[config.mk]
export PLATFORM = sky130hd
export DESIGN_NAME = w_fetch_unit
export DESIGN_NICKNAME = d
export VERILOG_FILES = /design/src/rtl/w_fetch_unit.sv
export SDC_FILE = /design/constraint.sdc
export NUM_CORES = 2
export LEC_CHECK = 0
export ABC_AREA = 1
export CAP_MARGIN = 20
export CORE_MARGIN = 2
export CORE_UTILIZATION = 50
export DETAILED_ROUTE_END_ITERATION = 10
export PLACE_DENSITY = 0.66
export SLEW_MARGIN = 20
export SYNTH_ARGS = -nofsm -noshare
export SYNTH_HDL_FRONTEND = slang
export SYNTH_SLANG_ARGS = --single-unit
[constraint.sdc]
create_clock -name clk -period 8.26 [get_ports clk]
set_input_delay 1.652 -clock clk [delete_from_list [all_inputs] [get_ports clk]]
set_output_delay 1.652 -clock clk [all_outputs]
set_load 0.005 [all_outputs]
[src/rtl/w_fetch_unit.sv]
// Weight-tile fetch engine: streams a tile from memory into the shadow half of a ping-pong weight buffer.
// Latency: first request the cycle after clr, data lands RD_LAT cycles after each request, act_data is 1 cycle.
// Backpressure: read low pauses request issue while outstanding returns still drain; done holds until the next clr.
module w_fetch_unit #(
    parameter int DW     = 64,
    parameter int DEPTH  = 16,
    parameter int AW     = 16,
    parameter int RD_LAT = 2
) (
    input  logic                         clk,
    input  logic                         rst,
    input  logic                         clr,
    input  logic                         read,
    input  logic                         switch,
    input  logic [AW-1:0]                base_addr,
    input  logic [$clog2(DEPTH+1)-1:0]   tile_len,
    output logic                         done,
    output logic                         mem_rd_en,
    output logic [AW-1:0]                mem_addr,
    input  logic [DW-1:0]                mem_rdata,
    input  logic [$clog2(DEPTH)-1:0]     act_idx,
    output logic [DW-1:0]                act_data,
    output logic                         shadow_bank
);

    localparam int LW = $clog2(DEPTH + 1);
    localparam int IW = $clog2(DEPTH);
    localparam logic [LW-1:0] DEPTH_L = LW'(DEPTH);

    localparam logic [1:0] S_IDLE  = 2'd0;
    localparam logic [1:0] S_ISSUE = 2'd1;
    localparam logic [1:0] S_DRAIN = 2'd2;
    localparam logic [1:0] S_DONE  = 2'd3;

    logic [1:0]        state;
    logic [1:0]        state_nxt;
    logic [AW-1:0]     base_q;
    logic [LW-1:0]     len_q;
    logic [LW-1:0]     len_in;
    logic [LW-1:0]     issue_cnt;
    logic [LW-1:0]     recv_cnt;
    logic [LW-1:0]     issue_inc;
    logic [LW-1:0]     recv_inc;
    logic [RD_LAT-1:0] vld_pipe;
    logic [RD_LAT-1:0] vld_shift;
    logic              ret_vld;
    logic              wr_en;

    logic [DW-1:0]     bank0 [DEPTH];
    logic [DW-1:0]     bank1 [DEPTH];

    // Tiles longer than one bank are clamped to the bank size.
    assign len_in    = (tile_len > DEPTH_L) ? DEPTH_L : tile_len;

    // A clr in the same cycle suppresses the request so no stale read is left in flight.
    assign mem_rd_en = (state == S_ISSUE) && read && !clr && (issue_cnt < len_q);
    assign mem_addr  = base_q + AW'(issue_cnt);

    // Return tracking: the oldest stage of the valid pipe marks data on mem_rdata this cycle.
    generate
        if (RD_LAT == 1) begin : g_lat1
            assign vld_shift = mem_rd_en;
        end else begin : g_latn
            assign vld_shift = {vld_pipe[RD_LAT-2:0], mem_rd_en};
        end
    endgenerate

    assign ret_vld   = vld_pipe[RD_LAT-1];
    // Returns arriving with clr or rst belong to the abandoned tile and are dropped.
    assign wr_en     = ret_vld && !clr && !rst;
    assign issue_inc = issue_cnt + LW'(mem_rd_en);
    assign recv_inc  = recv_cnt + LW'(wr_en);
    assign done      = (state == S_DONE);

    // Next-state: clr restarts from any state; otherwise advance on issue/receive counts.
    always_comb begin
        state_nxt = state;
        if (clr) begin
            state_nxt = (len_in == '0) ? S_DONE : S_ISSUE;
        end else begin
            case (state)
                S_ISSUE: begin
                    if (recv_inc == len_q)
                        state_nxt = S_DONE;
                    else if (issue_inc == len_q)
                        state_nxt = S_DRAIN;
                end
                S_DRAIN: begin
                    if (recv_inc == len_q)
                        state_nxt = S_DONE;
                end
                default: state_nxt = state;
            endcase
        end
    end

    // Control registers: FSM, tile parameters, counters, valid pipe and bank select.
    always_ff @(posedge clk) begin
        if (rst) begin
            state       <= S_IDLE;
            base_q      <= '0;
            len_q       <= '0;
            issue_cnt   <= '0;
            recv_cnt    <= '0;
            vld_pipe    <= '0;
            shadow_bank <= 1'b0;
        end else begin
            state <= state_nxt;
            if (switch)
                shadow_bank <= ~shadow_bank;
            if (clr) begin
                base_q    <= base_addr;
                len_q     <= len_in;
                issue_cnt <= '0;
                recv_cnt  <= '0;
                vld_pipe  <= '0;
            end else begin
                issue_cnt <= issue_inc;
                recv_cnt  <= recv_inc;
                vld_pipe  <= vld_shift;
            end
        end
    end

    // Buffer write: returned words go to the current shadow bank in arrival order.
    always_ff @(posedge clk) begin
        if (wr_en) begin
            if (shadow_bank)
                bank1[recv_cnt[IW-1:0]] <= mem_rdata;
            else
                bank0[recv_cnt[IW-1:0]] <= mem_rdata;
        end
    end

    // Active-bank read port for the array, registered.
    always_ff @(posedge clk) begin
        if (rst)
            act_data <= '0;
        else
            act_data <= shadow_bank ? bank0[act_idx] : bank1[act_idx];
    end

endmodule
== Yosys cells after proc, flatten, opt, wreduce, memory -nomap -nowiden ==
Memories as Yosys holds them, arrays and structs flattened.
Index checks and enable logic that the tools add are counted.

* Register bits: 100
* Output and inout bits: 83
* RAM bits: 2048
* Memories: 2
* Input port bits: 94
* Word-level logic and storage cells: 48

* Muxes and demuxes: 14
* Equality and inequality tests: 7
* Reduce and logical (&&, ||, !) cells: 11
* Bitwise operators: 1
* Add/sub/neg operators: 3
* Magnitude comparators: 2

{| class="wikitable"
|+ Memory list
! name !! words !! width !! rd ports !! clocked after Yosys merged registers in !! wr ports !! line !! source
|-
| bank0 || 16 || 64 || 1 || 0 || 1 || 49 || <nowiki>logic [DW-1:0] bank0 [DEPTH];</nowiki>
|-
| bank1 || 16 || 64 || 1 || 0 || 1 || 50 || <nowiki>logic [DW-1:0] bank1 [DEPTH];</nowiki>
|}

{| class="wikitable"
|+ Operator list
! kind !! count
|-
| $mux 64 || 1
|-
| $add 16x5->16 || 1
|-
| $add 5x1->5 || 2
|-
| $eq 5x5->1 || 2
|-
| $mux 2 || 5
|-
| $mux 1 || 6
|-
| $gt 5x5->1 const B || 1
|-
| $logic_and 1x1->1 || 5
|-
| $logic_not 5->1 || 1
|-
| $lt 5x5->1 || 1
|-
| $mux 5 || 1
|-
| $eq 2x2->1 const B || 2
|-
| $ne 4x2->1 const B || 1
|-
| $pmux 2 s2 || 1
|-
| $ne 3x3->1 const B || 1
|-
| $reduce_and 3->1 || 1
|-
| $reduce_bool 3->1 || 1
|-
| $eq 2x1->1 const B || 1
|-
| $logic_not 1->1 || 2
|-
| $reduce_or 2->1 || 1
|-
| $not 1->1 || 1
|}

== Depth between registers and ports, before layout ==
* Depth in word-level cells: 10
* Depth in mapped cells: 18

== Worst setup path before layout ==
No wires, ideal clock.

* Path type: in2reg
* Start: in clr
* End: mem bank0[10][0], enable pin
* Setup slack: 2.639 ns
* Stages on the path: 7
* Setup time: 0.487 ns
* Arrival time: 5.134 ns
* Cell sequence: clkbuf_1 -> inv_1 -> nand2_1 -> nor2_1 -> nand2_1 -> clkbuf_1 -> nor2_1

* Word-level cells in the longest chain between the ends: 5

{| class="wikitable"
|+ RTL lines
! item !! line !! source
|-
| start, declared || 12 || <nowiki>input logic clr,</nowiki>
|-
| $logic_not 1->1 || 70 || <nowiki>assign wr_en = ret_vld && !clr && !rst;</nowiki>
|-
| $logic_and 1x1->1 (2 in a row) || 70 ||
|-
| $mux 1 || 127 || <nowiki>if (wr_en) begin</nowiki>
|-
| $mux 1 (implied by the code) || 131 || <nowiki>bank0[recv_cnt[IW-1:0]] <= mem_rdata;</nowiki>
|-
| end, declared || 49 ||
|}

No other way between the ends.

== Final worst setup path ==
* Start: reg issue_cnt[0]
* End: out mem_addr[14]

* Word-level cells in the longest chain between the ends: 1

{| class="wikitable"
|+ RTL lines
! item !! line !! source
|-
| start, declared || 40 || <nowiki>logic [LW-1:0] issue_cnt;</nowiki>
|-
| start signal, assigned || 118 || <nowiki>issue_cnt <= issue_inc;</nowiki>
|-
| $add 16x5->16 || 57 || <nowiki>assign mem_addr = base_q + AW'(issue_cnt);</nowiki>
|-
| end, declared || 19 || <nowiki>output logic [AW-1:0] mem_addr,</nowiki>
|}

No other way between the ends.

==> results.cfg <==
[status]
status = finished clean

[setup_path]
cp.arrival_ns = 3.62
crit_fanout = 4
worstSetupPathType = flip-flop to output pin
path_cells = ha_1 -> inv_1 -> fa_1 -> o21ai_0 -> nand2_1 -> a21oi_1 -> nand3_1 -> nor2_1 -> nand2_1 -> xor2_1 -> clkdlybuf4s50_1
crit_required_ns = 6.61
endpoint_kind = output pin
worst_setup_path_start_kind = flip-flop
slowest_delay_ns = 0.53
path_common_cell = nand2_1
cp_slowest_cell = clkdlybuf4s50_1

[die]
core_region_area_um2 = 167000
ios = 177
die_y_um = 413
die_area_um2 = 171000
fp.dieW_um = 413
initial_utilization = 0.502
rows = 150

[synth]
syn_area_per_cell_um2 = 12.9
synth-compound-area-share = 0.112
synthAdderAreaFrac = 0.00218
yosysWarnings = 0
synth_top_family_by_area = compound AO/OA/AOI/OAI gates
ys_ff_latch = 2148
muxShareOfSynthArea = 0
synth_fp_nets = 6614
netlist_instances = 6506
syn_area_um2 = 83600
seq_area_frac_synth = 0.759
synthSimpleGateAreaFrac = 0.0984
synth-xor-area-share = 0.00178
ys_types = 31

[grt]
grt_pass1_vias = 52000
grt_pass1_wl_um = 336000
grt.overflow.total = 0
grt_max_degree = 203
antenna_found_initial = 10
track_usage = 0.265

[detailed_routing]
routedWlPerCell_um = 25.5
via_per_inst = 6.04
drt-pass1-iter-count = 6
via_count = 54000
drtIter0Drc = 7282
ant_nets = 0
route.detailed.drc = 0
wl_um = 229000

[sta]
setup_violations = 0
finalCritPeriodShare = 0.638
tns_ns = 0
hold_violations = 0
rsz0062_at_grt = false
tightest_slew_ns = 1.15
skew_ns = 0.0420
holdWs_ns = 0.448
layout_min_cycle_time_ns = 5.27
relSlewSlack = 0.236
max_freq_mhz = 190
fin_ws_ns = 2.99
drv_slew = 0

[pwr]
total_switching_power_mw = 5.01
leakagePower_nw = 30.6
p_comb_frac = 0.057
internal-power_mw = 17.7
power.total_mw = 22.7
power.clock.fraction = 0.415
switching_share = 0.220
p_per_area_nw_per_um2 = 241
ir_worst_vdd_mv = 0.226
pwr-share-seq = 0.528

[finish]
final_util = 0.566
fin_nets = 6667
drive_gt1_frac = 0.0725
area_growth_pct = 12.8
fill_cells = 13100

[clocking]
path_clk_slew_ns = 0.06
clk_path_buf_depth = 3
post-cts-setup-buffer-count = 0
cts_root_buf = clkbuf_16
hold_buffers = 0
clk_latency_ns = 0.85
cts_tree = done
numClockSinks = 2148
cts_inserted_buffers = 209
h-tree-depth = 4
post_cts_resized = 0

[job]
maxCapViolCount = 0

[worst_hold_path]
hp-class = flip-flop to flip-flop

[place]
io_buffer_count = 176
hpwl_um = 115000
dp_slack_ns = 3.11
gp_congestion = 0.808
path summary, 6_finish.rpt:
path	start	to	slack [ns]	cells past startpoint
hold / removal	vld_pipe[0]	vld_pipe[1]	0.45	2
setup / recovery	issue_cnt[0]	mem_addr[14]	2.99	11
hold reg to reg	vld_pipe[0]	vld_pipe[1]	0.45	2
setup reg to reg	shadow_bank	bank1[9][43]	4.06	5
worst max-delay path, delay by kind of cell (launching register included):
| family | cells | cell delay (ns) |
|---|---|---|
| xor+xnor | 1 | 0.14 |
| fa+ha+maj | 2 | 0.59 |
| simple gates | 4 | 0.63 |
| flops | 1 | 0.36 |
| compound gates | 2 | 0.49 |
| buf+inv | 2 | 0.59 |
cells in the final DEF (no fill, tap or decap), types with 30 or more instances in the layout:
cell / instances
o21ai_1: 38
clkinv_2: 44
inv_1: 47
nand2_1: 647
a21oi_1: 68
clkdlybuf4s50_1: 142
nor2_4: 32
nand3_1: 142
nor2_1: 1236
nor3_1: 50
buf_2: 30
o22ai_1: 428
dfxtp_1: 99
clkbuf_1: 69
o221ai_1: 84
buf_4: 94
o21ai_0: 1071
edfxtp_1: 2048
clkbuf_16: 215
power by group through the flow:
stage,clock (mW),sequential (mW),combinational (mW)
2_1_floorplan,0,12.2,0.691
3_3_place_gp,0,12.2,1.27
3_5_place_dp,0,12.2,1.29
4_1_cts,9.50,12.0,1.29
5_1_grt,9.92,12.0,1.42
6_report,9.43,12.0,1.29
routing by layer:
metal	wire length [um]	vias to the layer above	global-route usage
li1	-	24000	-
met1	92500	26900	0.371
met2	107000	2717	0.422
met3	21800	401	0.0493
met4	6700	6	0.0860
met5	40	-	0
state kept, by name, summed over array words and instances, names as in the netlist:
register	cells
act_data	64
bank0	1024
bank1	1024
base_q	16
issue_cnt	5
len_q	5
recv_cnt	5
shadow_bank	1
state	2
vld_pipe	2
cells in the mapped netlist, drive strengths merged:
cell type	n	area, um^2
clkinv	1	3.75
o22ai	428	2680
nand4	5	31.3
nor3	50	250
or2	3	18.8
clkbuf	299	1120
xor2	14	123
a31oi	3	18.8
or4	1	7.51
xnor2	3	26.3
nand3b	1	7.51
o221ai	84	736
a21oi	68	340
edfxtp	2048	61500
inv	51	191
dfxtp	100	2000
nor2	1268	4760
fa	1	20.0
o211ai	10	75.1
nor4	2	12.5
nand3	142	711
nand2	647	2430
buf	155	837
ha	13	163
o21ai	1109	5550
logic make-up after synthesis:
group | count (synthesis)
AOI/OAI and AO/OA | 1702
xor gates and xnor gates | 17
adders and majority gates | 14
buffers and inverters | 506
DFF | 2148
and+or+nand+nor | 2119
through the flow:
step	std cells	cell area [um^2]
2_1_floorplan	6506	83600
3_3_place_gp	8547	87500
3_5_place_dp	8549	87600
4_1_cts	8943	94300
5_1_grt	8948	94300
6_report	8951	94300
area by class of cell:
| class | count | area [um^2] | share of cell area |
|---|---|---|---|
| tap | 2204 | 2760 | 0.0293 |
| clock inverter | 101 | 993 | 0.0105 |
| multi-input combinational | 3852 | 18200 | 0.193 |
| timing repair buffer | 296 | 2830 | 0.0300 |
| inverter | 52 | 225 | 0.00239 |
| antenna | 5 | 12.5 | 0.000133 |
| sequential | 2148 | 63500 | 0.674 |
| clock buffer | 293 | 5760 | 0.0611 |
(Power assumes the default switching activity.)
